File: src/rtl/pipeline_hazard_ctrl.sv
// rtl/pipeline_hazard_ctrl.sv - hazard, forwarding and stall sequencing for the 5-stage pipeline
//
// Ports:
//   clk_i, rst_i            clock, synchronous active-high reset
//   valid_i, opcode_i,
//   rs1_i, rs2_i, rd_i      decoded fields of the ID-stage instruction
//   branch_taken_i          EX resolved a taken redirect
//   mem_busy_i              data memory not ready; freeze the pipeline
//   stall_if_o, stall_id_o  hold PC / IF-ID register
//   bubble_ex_o             load a NOP into ID/EX
//   flush_if_id_o           invalidate IF/ID
//   freeze_o                hold every pipeline register
//   fwd_a_sel_o/fwd_b_sel_o EX operand select: 00 regfile, 01 EX/MEM, 10 MEM/WB
//   id_bypass_a_o/_b_o      ID regfile read takes WB write data
//   stall_cnt_o             saturating stall-cycle counter
module pipeline_hazard_ctrl #(
    parameter int CNT_W = 16
) (
    input  logic             clk_i,
    input  logic             rst_i,
    input  logic             valid_i,
    input  logic [6:0]       opcode_i,
    input  logic [4:0]       rs1_i,
    input  logic [4:0]       rs2_i,
    input  logic [4:0]       rd_i,
    input  logic             branch_taken_i,
    input  logic             mem_busy_i,
    output logic             stall_if_o,
    output logic             stall_id_o,
    output logic             bubble_ex_o,
    output logic             flush_if_id_o,
    output logic             freeze_o,
    output logic [1:0]       fwd_a_sel_o,
    output logic [1:0]       fwd_b_sel_o,
    output logic             id_bypass_a_o,
    output logic             id_bypass_b_o,
    output logic [CNT_W-1:0] stall_cnt_o
);

    localparam logic [6:0] OP_LOAD   = 7'b0000011;
    localparam logic [6:0] OP_IMM    = 7'b0010011;
    localparam logic [6:0] OP_AUIPC  = 7'b0010111;
    localparam logic [6:0] OP_REG    = 7'b0110011;
    localparam logic [6:0] OP_LUI    = 7'b0110111;
    localparam logic [6:0] OP_JALR   = 7'b1100111;
    localparam logic [6:0] OP_JAL    = 7'b1101111;
    localparam logic [6:0] OP_STORE  = 7'b0100011;
    localparam logic [6:0] OP_BRANCH = 7'b1100011;

    localparam logic ST_RUN  = 1'b0;
    localparam logic ST_HOLD = 1'b1;

    logic state;

    // ID-stage decode
    logic id_wr, id_load, id_use1, id_use2;

    // Shadow pipeline
    logic       ex_valid, ex_wr, ex_load, ex_use1, ex_use2;
    logic [4:0] ex_rd, ex_rs1, ex_rs2;
    logic       mem_wr, wb_wr;
    logic [4:0] mem_rd, wb_rd;

    logic load_use, frozen, stall_event;

    always_comb begin
        id_wr   = 1'b0;
        id_load = 1'b0;
        id_use1 = 1'b0;
        id_use2 = 1'b0;
        if (valid_i) begin
            // rd=x0 never counts as a write, which also keeps x0 out of load-use
            id_wr   = (opcode_i inside {OP_LOAD, OP_IMM, OP_AUIPC, OP_REG,
                                        OP_LUI, OP_JALR, OP_JAL}) && (rd_i != 5'd0);
            id_load = (opcode_i == OP_LOAD) && (rd_i != 5'd0);
            id_use1 = !(opcode_i inside {OP_LUI, OP_AUIPC, OP_JAL});
            id_use2 = opcode_i inside {OP_REG, OP_STORE, OP_BRANCH};
        end
    end

    assign load_use = ex_valid && ex_load &&
                      ((id_use1 && (ex_rd == rs1_i)) || (id_use2 && (ex_rd == rs2_i)));

    // The shadow also holds in the HOLD cycle where busy has just dropped
    assign frozen      = mem_busy_i || (state == ST_HOLD);
    assign stall_event = mem_busy_i || (!branch_taken_i && load_use);

    always_comb begin
        stall_if_o    = 1'b0;
        stall_id_o    = 1'b0;
        bubble_ex_o   = 1'b0;
        flush_if_id_o = 1'b0;
        freeze_o      = 1'b0;
        fwd_a_sel_o   = 2'b00;
        fwd_b_sel_o   = 2'b00;
        id_bypass_a_o = 1'b0;
        id_bypass_b_o = 1'b0;
        if (!rst_i) begin
            if (mem_busy_i) begin
                // A pending redirect stays in EX and is acted on once busy drops
                freeze_o   = 1'b1;
                stall_if_o = 1'b1;
                stall_id_o = 1'b1;
            end else if (branch_taken_i) begin
                flush_if_id_o = 1'b1;
                bubble_ex_o   = 1'b1;
            end else if (load_use) begin
                stall_if_o  = 1'b1;
                stall_id_o  = 1'b1;
                bubble_ex_o = 1'b1;
            end

            if (ex_use1 && mem_wr && (mem_rd == ex_rs1))
                fwd_a_sel_o = 2'b01;
            else if (ex_use1 && wb_wr && (wb_rd == ex_rs1))
                fwd_a_sel_o = 2'b10;

            if (ex_use2 && mem_wr && (mem_rd == ex_rs2))
                fwd_b_sel_o = 2'b01;
            else if (ex_use2 && wb_wr && (wb_rd == ex_rs2))
                fwd_b_sel_o = 2'b10;

            id_bypass_a_o = id_use1 && wb_wr && (wb_rd == rs1_i);
            id_bypass_b_o = id_use2 && wb_wr && (wb_rd == rs2_i);
        end
    end

    always_ff @(posedge clk_i) begin
        if (rst_i) begin
            state <= ST_RUN;
        end else begin
            case (state)
                ST_RUN:  if (mem_busy_i)  state <= ST_HOLD;
                ST_HOLD: if (!mem_busy_i) state <= ST_RUN;
                default: state <= ST_RUN;
            endcase
        end
    end

    always_ff @(posedge clk_i) begin
        if (rst_i) begin
            ex_valid <= 1'b0;
            ex_wr    <= 1'b0;
            ex_load  <= 1'b0;
            ex_use1  <= 1'b0;
            ex_use2  <= 1'b0;
            ex_rd    <= 5'd0;
            ex_rs1   <= 5'd0;
            ex_rs2   <= 5'd0;
            mem_wr   <= 1'b0;
            mem_rd   <= 5'd0;
            wb_wr    <= 1'b0;
            wb_rd    <= 5'd0;
        end else if (!frozen) begin
            if (bubble_ex_o) begin
                ex_valid <= 1'b0;
                ex_wr    <= 1'b0;
                ex_load  <= 1'b0;
                ex_use1  <= 1'b0;
                ex_use2  <= 1'b0;
                ex_rd    <= 5'd0;
                ex_rs1   <= 5'd0;
                ex_rs2   <= 5'd0;
            end else begin
                ex_valid <= valid_i;
                ex_wr    <= id_wr;
                ex_load  <= id_load;
                ex_use1  <= id_use1;
                ex_use2  <= id_use2;
                ex_rd    <= rd_i;
                ex_rs1   <= rs1_i;
                ex_rs2   <= rs2_i;
            end
            mem_wr <= ex_wr;
            mem_rd <= ex_rd;
            wb_wr  <= mem_wr;
            wb_rd  <= mem_rd;
        end
    end

    always_ff @(posedge clk_i) begin
        if (rst_i)
            stall_cnt_o <= '0;
        else if (stall_event && (stall_cnt_o != '1))
            stall_cnt_o <= stall_cnt_o + {{(CNT_W-1){1'b0}}, 1'b1};
    end

endmodule

File: config.mk
export PLATFORM = sky130hd
export DESIGN_NAME = pipeline_hazard_ctrl
export DESIGN_NICKNAME = d
export VERILOG_FILES = /design/src/rtl/pipeline_hazard_ctrl.sv
export SDC_FILE = /design/constraint.sdc
export NUM_CORES = 1
export LEC_CHECK = 0
export ABC_AREA = 1
export BUFFER_PORTS_ARGS = -buffer_cell sky130_fd_sc_hd__buf_2
export CAP_MARGIN = 10
export CORE_MARGIN = 8
export CORE_UTILIZATION = 50
export CTS_CLUSTER_SIZE = 30
export DETAILED_ROUTE_END_ITERATION = 8
export PLACE_DENSITY = 0.82
export SYNTH_ARGS = -nofsm -noshare
export SYNTH_HDL_FRONTEND = slang
export SYNTH_SLANG_ARGS = --single-unit
File: constraint.sdc
create_clock -name clk_i -period 2 [get_ports clk_i]
set_input_delay 0.6 -clock clk_i [delete_from_list [all_inputs] [get_ports clk_i]]
set_output_delay 0.6 -clock clk_i [all_outputs]
set_load 0.01 [all_outputs]
==> results.json, run 1 <==
{
  "pwr-share-comb_pct": 22.2,
  "synth-seq-cells": 49,
  "required_ns": 1.40,
  "placementRows": 28,
  "finalHoldViolations": 0,
  "cp_num_buf_inv": 2,
  "crit_fanout": 4,
  "insertion_delay_ns": 0.30,
  "relSlewSlack_pct": 66.0,
  "drt-vias-per-instance": 5.54,
  "critPathMaxStageDelay_ns": 0.37,
  "dp_hpwl_um": 6080,
  "wl_um": 9180,
  "drt_pre_antenna_iters": 4,
  "grt_max_degree": 40,
  "mostFrequentLayoutCell": "nand2_1",
  "vias": 3238,
  "whs_ns": 0.474,
  "crit_path_top_delay_cell": "dfxtp_4",
  "syn_inst": 416,
  "drive_above_1_share_pct": 44.7,
  "fin_ws_ns": -0.341,
  "switching_power_uw": 638,
  "power_frac_seq_pct": 50.1,
  "core-area_um2": 5820,
  "drc": 0,
  "clkPwrFrac_pct": 27.7,
  "tritoncts": "built",
  "tightest_slew_ns": 0.509,
  "grt_util_all_layers_pct": 20.1,
  "crit_path_cell_trace": "buf_4 > xnor2_2 > nand2_2 > nor2_2 > nand3_1 > nand2_2 > nand3_4 > a21oi_4 > buf_6",
  "syn_nets": 444,
  "clk_pin_slew_ns": 0.09,
  "status": "complete, but fails checks",
  "swShare_pct": 30.3,
  "slew_viol_final": 0,
  "ir_drop_mv": 0.307,
  "io_pins": 54,
  "worst-setup-path-type": "flip-flop to output port",
  "path_delay_family": "simple AND/OR/NAND/NOR gates",
  "instances_no_fill": 585,
  "min_period_ns": 2.34,
  "clock_sinks": 49,
  "ys_types": 35,
  "power_density_nw_per_um2": 513,
  "fmax_mhz": 427,
  "fp.dieW_um": 92.9,
  "rsz0062_at_grt": "true",
  "placed_area_um2": 3560,
  "initial_core_util_pct": 50.9,
  "wl_per_cell_um": 15.7,
  "synth_top_area_share_pct": 33.2,
  "antenna-diode-count": 0,
  "intPower_mw": 1.47,
  "finalSetupViolCount": 22,
  "clockBufferDepth": 2,
  "cts-root-buf": "clkbuf_8",
  "leakage_nw": 1.74,
  "num-nets-final": 537,
  "antenna_found_initial": 0,
  "failed_checks": "setup timing",
  "arrival_ns": 1.74,
  "synth_area_um2": 2960,
  "end_kind": "output port",
  "area_delta_synth_final_pct": 38.8,
  "layout_common_cells": "67 x nand2_1, 41 x buf_4, 39 x buf_2",
  "place_inst": 564,
  "drv_cap": 0,
  "numCtsBuffers": 5,
  "finalCritPeriodShare_pct": 117,
  "die_h_um": 92.9,
  "grt_overflow": 0,
  "yosysTopAreaCell": "dfxtp_1",
  "drtAntennaViolNets": 0,
  "htree_levels": 2,
  "cpMostUsedCell": "nand2_2",
  "start_kind": "flip-flop",
  "n_fill_cell": 432,
  "grt_pass1_wl_um": 14200,
  "syn_area_per_cell_um2": 7.11,
  "finClkSkew_ns": 0.00692,
  "yosysWarningCount": 0,
  "min_path_type": "flip-flop to flip-flop",
  "ys_seq_area_share_pct": 33.2,
  "die_area_um2": 8640,
  "post-route-cell-area_um2": 4110,
  "drt_iter0_drc": 258,
  "synthTopCellsByArea": "dfxtp_1 33%, nand2_1 9.9%, a21oi_1 6.4%",
  "grt_pass1_vias": 3041,
  "place_congestion": 0.982,
  "port_buffers": 53
}
==> worst paths after layout <==
kind	startpoint	endpoint	slack [ns]	cells after the start
max	ex_rd[4]$_SDFFE_PP0N_	stall_if_o	-0.34	9
min	ex_wr$_SDFFE_PP0N_	ex_wr$_SDFFE_PP0N_	0.47	2
max reg2reg	ex_rd[4]$_SDFFE_PP0N_	stall_cnt_o[2]$_SDFFE_PP0P_	-0.10	14
min reg2reg	ex_wr$_SDFFE_PP0N_	ex_wr$_SDFFE_PP0N_	0.47	2
==> sequential cells by signal, indices dropped and copies added (netlist names), 5 cells and up <==
| register | cells |
|---|---|
| mem_rd | 5 |
| wb_rd | 5 |
| ex_rs1 | 5 |
| ex_rs2 | 5 |
| stall_cnt_o | 16 |
| ex_rd | 5 |
==> worst register-to-register path, stage by stage (launching register included) <==
cell and delay, ns:
dfxtp_4 0.37, buf_4 0.14, xnor2_2 0.14, nand2_2 0.07, nor2_2 0.12, nand3_1 0.11
nand2_2 0.11, nand3_4 0.08, buf_4 0.15, buf_4 0.12, buf_4 0.14, nand2_8 0.09
buf_12 0.12, nand3_1 0.08, a21oi_1 0.19
==> cells in the mapped netlist <==
cell      number
a211oi_1       3
xor2_1        20
clkbuf_1       8
buf_1          1
nor2_8         1
a21oi_2       14
a21oi_1       38
a221oi_1       2
nand2_2       24
nor3b_1        1
nand3_2        1
buf_8          2
buf_4          2
dfxtp_1       49
nor4b_1        1
nor4_1         5
buf_12         1
ha_1           1
nand2_1       78
nand3_1       30
o22ai_1        8
nand3b_1       1
xnor2_1       10
inv_1         38
nor2_2         5
buf_2          1
o41ai_1        1
nor2_1        39
nor2_4         1
nand2_4        4
nor3_1         6
or2_2          1
o21ai_0       14
nand4_1        3
inv_2          2
==> metrics by stage <==
stage               worst slack (ns)  utilization [%]  setup TNS (ns)  total power, mW
floorplan                     -0.106                -          -0.106             1.28
global route                  -0.410             70.6           -4.69             2.20
finish                        -0.341             70.6           -2.27             2.11
global placement              -0.300             61.2           -3.05             1.43
CTS                           -0.261             67.0           -1.60             2.06
detailed placement            -0.323             61.2           -4.41             1.43
==> power groups by stage <==
stage	Clock, mW	Sequential (mW)	Combinational (mW)
CTS	0.590	1.05	0.416
global placement	0	1.07	0.357
detailed placement	0	1.07	0.364
finish	0.584	1.05	0.468
global route	0.635	1.06	0.503
floorplan	0	1.06	0.217
==> final cells by class <==
| class | instances | area [um^2] | area share, % |
|---|---|---|---|
| multi-input cells | 312 | 1990 | 48.4 |
| clock inverters | 1 | 7.51 | 0.183 |
| well taps | 75 | 93.8 | 2.29 |
| inverters | 40 | 155 | 3.78 |
| repair buffers | 101 | 778 | 19.0 |
| clock buffers | 7 | 76.3 | 1.86 |
| flip-flops and latches | 49 | 1010 | 24.6 |
==> what timing repair did <==
| action | in CTS | in global routing |
|---|---|---|
| cloned | 0 | 1 |
| buffers inserted | 7 | 5 |
| endpoints found under the setup margin | 11 | 25 |
| hold buffers | 0 | 0 |
| pin swaps | 21 | 26 |
| gates resized for setup | 61 | 40 |
==> cell families after synthesis <==
group                      share of synthesized area, %
and+or+nand+nor                                    32.7
AOI/OAI and AO/OA                                  16.3
DFF                                                33.2
xor gates and xnor gates                           8.88
adders and majority gates                         0.423
buffers and inverters                              8.58
==> routing by layer <==
layer	track usage (%)	vias up	share of wire, %
met5	0	-	0
li1	-	1549	-
met1	24.4	1521	41
met4	8.72	0	3.1
met3	5.02	34	7.0
met2	32.8	134	49
Power figures use the tool's default switching activity.
==> run 2, diff against run 1 <==
- ABC_AREA: 1 -> unset
- CORE_UTILIZATION: 50 -> 49
- PLACE_DENSITY: 0.82 -> 0.81
==> run 2 against run 1 <==
The run still ends with setup timing left. Flip-flop and latch count did not move. Register-to-register slack got worse by 0.16 ns. Fmax fell by 11%. Clock power rose by 31%. Total power rose by 3.2%. Via count fell by 1.5%. Hold slack improved by 0.037 ns. Synthesized cell count fell by 28%. Sequential share of layout area rose by 0.46 points. Highest routed layer unchanged.
==> results.json, run 2 <==
{
  "numCtsBuffers": 5,
  "grt_max_degree": 27,
  "drv_cap": 0,
  "grt_pass1_vias": 3061,
  "whs_ns": 0.511,
  "ys_seq_area_share_pct": 37.3,
  "dp_slack_ns": -0.543,
  "placed_area_um2": 3420,
  "ir_drop_mv": 0.441,
  "power_density_nw_per_um2": 537,
  "rsz0062_at_grt": "true",
  "port_buffers": 53,
  "layout_common_cells": "71 x buf_4, 48 x buf_2, 32 x nand2_1, 32 x dfxtp_1, 25 x a21oi_1",
  "largest_register": "stall_cnt_o",
  "vias": 3191,
  "synth_edf_count": 0,
  "syn_area_per_cell_um2": 8.79,
  "tritoncts": "built",
  "dp_hpwl_um": 5960,
  "finClkSkew_ns": 0.00422,
  "die_area_um2": 7960,
  "place_congestion": 0.859,
  "tightest_slew_ns": 0.492,
  "synth_top_area_share_pct": 37.3,
  "synth-seq-cells": 49,
  "drt_pre_antenna_iters": 5,
  "placementRows": 26,
  "antenna-diode-count": 0,
  "clock_sinks": 49,
  "n_fill_cell": 319,
  "syn_nets": 327,
  "initial_core_util_pct": 51.1,
  "synth_area_um2": 2630,
  "wl_per_cell_um": 22.3,
  "drt-vias-per-instance": 6.42,
  "cp_num_buf_inv": 2,
  "ys_top_cells_by_count": "49 x dfxtp_1, 33 x nand2_1, 26 x a21oi_1",
  "grt_pass1_wl_um": 14600,
  "path_delay_family": "simple AND/OR/NAND/NOR gates",
  "relSlewSlack_pct": 66.9,
  "finalSetupViolCount": 45,
  "yosysMostFrequentCell": "dfxtp_1",
  "drt_iter0_drc": 521,
  "crit_fanout": 4,
  "r2r-start": "ex_rd[4]$_SDFFE_PP0N_",
  "yosysWarningCount": 0,
  "min_path_type": "input port to flip-flop",
  "ys_types": 52,
  "arrival_ns": 2.04,
  "worst-setup-path-type": "input port to output port",
  "leakage_nw": 1.74,
  "syn_inst": 299,
  "antenna_found_initial": 0,
  "crit_path_top_delay_cell": "and4bb_1",
  "yosysTopAreaCell": "dfxtp_1",
  "insertion_delay_ns": 0.31,
  "wl_um": 11100,
  "finalHoldViolations": 0,
  "hp-start": "rd_i[2]",
  "critPathMaxStageDelay_ns": 0.35,
  "status": "complete, but fails checks",
  "end_kind": "output port",
  "drtAntennaViolNets": 0,
  "mostFrequentLayoutCell": "buf_4",
  "grt_overflow": 0,
  "drc": 0,
  "min_period_ns": 2.64,
  "io_pins": 54,
  "slew_viol_final": 0,
  "grt_util_all_layers_pct": 23.5,
  "synth_async_sr_flop_share_pct": 0,
  "fin_ws_ns": -0.642,
  "cts-root-buf": "clkbuf_8",
  "power.total_mw": 2.17,
  "largest_reg_flops": 16,
  "synthTopCellsByArea": "dfxtp_1 37%, xnor2_1 7.3%, a22o_1 5.7%",
  "post-route-cell-area_um2": 4050,
  "synth_top_flop_cell": "dfxtp_1",
  "area_delta_synth_final_pct": 53.9,
  "clockBufferDepth": 2,
  "startpoint": "opcode_i[3]",
  "required_ns": 1.40,
  "start_kind": "input port",
  "fmax_mhz": 379,
  "fp.dieW_um": 89.2,
  "clk_pin_slew_ns": 0.09,
  "core-area_um2": 5140,
  "htree_levels": 2,
  "failed_checks": "setup timing",
  "finalCritPeriodShare_pct": 132,
  "num-nets-final": 454,
  "die_h_um": 89.2,
  "drive_above_1_share_pct": 46.8,
  "crit_path_cell_trace": "buf_8 > and4bb_1 > nand4_4 > nor4b_4 > nor3_1 > nor2_1 > buf_2"
}
run 2: changes by cell type after synthesis, moves of 11 or more:
cell     delta
a21oi_1    -12
xnor2_1    +12
nand3_1    -20
a22o_1     +17
nand2_2    -24
nor2_1     -23
a21oi_2    -14
or3_1      +11
nand2_1    -45
inv_1      -31
run 2: layout make-up:
class / instances / area [um^2] / area share (%)
multi-input combinational: 227 / 1800 / 44.5
sequential: 49 / 1010 / 25.0
timing repair buffer: 136 / 1000 / 24.7
tap: 70 / 87.6 / 2.17
clock buffer: 7 / 86.3 / 2.13
clock inverter: 1 / 30.0 / 0.742
inverter: 7 / 26.3 / 0.650
run 2: routing by layer:
metal | share of wire [%] | GRT usage [%] | up-vias
li1 | - | - | 1338
met1 | 37 | 27.2 | 1486
met2 | 45 | 39.7 | 267
met3 | 9.9 | 4.78 | 100
met4 | 8.4 | 13.1 | 0
met5 | 0 | 0 | -
run 2: power breakdown:
| part | total [mW] | internal (mW) | switching, mW |
|---|---|---|---|
| combinational | 0.383 | 0.185 | 0.198 |
| clock | 0.766 | 0.409 | 0.358 |
| sequential | 1.02 | 0.994 | 0.0308 |
run 2: logic make-up after synthesis:
| family | count (synthesis) | share of synthesized area (%) |
|---|---|---|
| adders and majority gates | 1 | 0.476 |
| xor gates and xnor gates | 39 | 13.0 |
| AOI/OAI and AO/OA | 72 | 19.6 |
| buffers and inverters | 23 | 4.19 |
| and+or+nand+nor | 114 | 25.0 |
| DFF | 49 | 37.3 |
| muxes | 1 | 0.381 |
run 2: per-stage QoR:
| step | setup TNS [ns] | std cells | utilization [%] |
|---|---|---|---|
| after global placement | -12.39 | 470 | 66.6 |
| final | -10.53 | 497 | 78.7 |
| after CTS | -4.99 | 484 | 73.0 |
| after floorplan | -2.69 | 299 | - |
| after detailed placement | -14.28 | 470 | 66.6 |
| after global routing | -12.89 | 497 | 78.7 |
run 2: final timing paths:
path              slack, ns                      endpoint  cells after the start
setup reg to reg      -0.26  stall_cnt_o[12]$_SDFFE_PP0P_                      7
setup / recovery      -0.64                    stall_id_o                      7
hold reg to reg        0.53         wb_rd[2]$_SDFFE_PP0N_                      2
hold / removal         0.51         ex_rd[2]$_SDFFE_PP0N_                      2
run 2: repair_timing:
action,4_1_cts,5_1_grt
cloned,0,3
endpoints found under the hold margin,0,0
pin swaps,24,14
buffers inserted,7,11
endpoints found under the setup margin,28,45
hold buffers,0,0
gates resized for setup,39,33
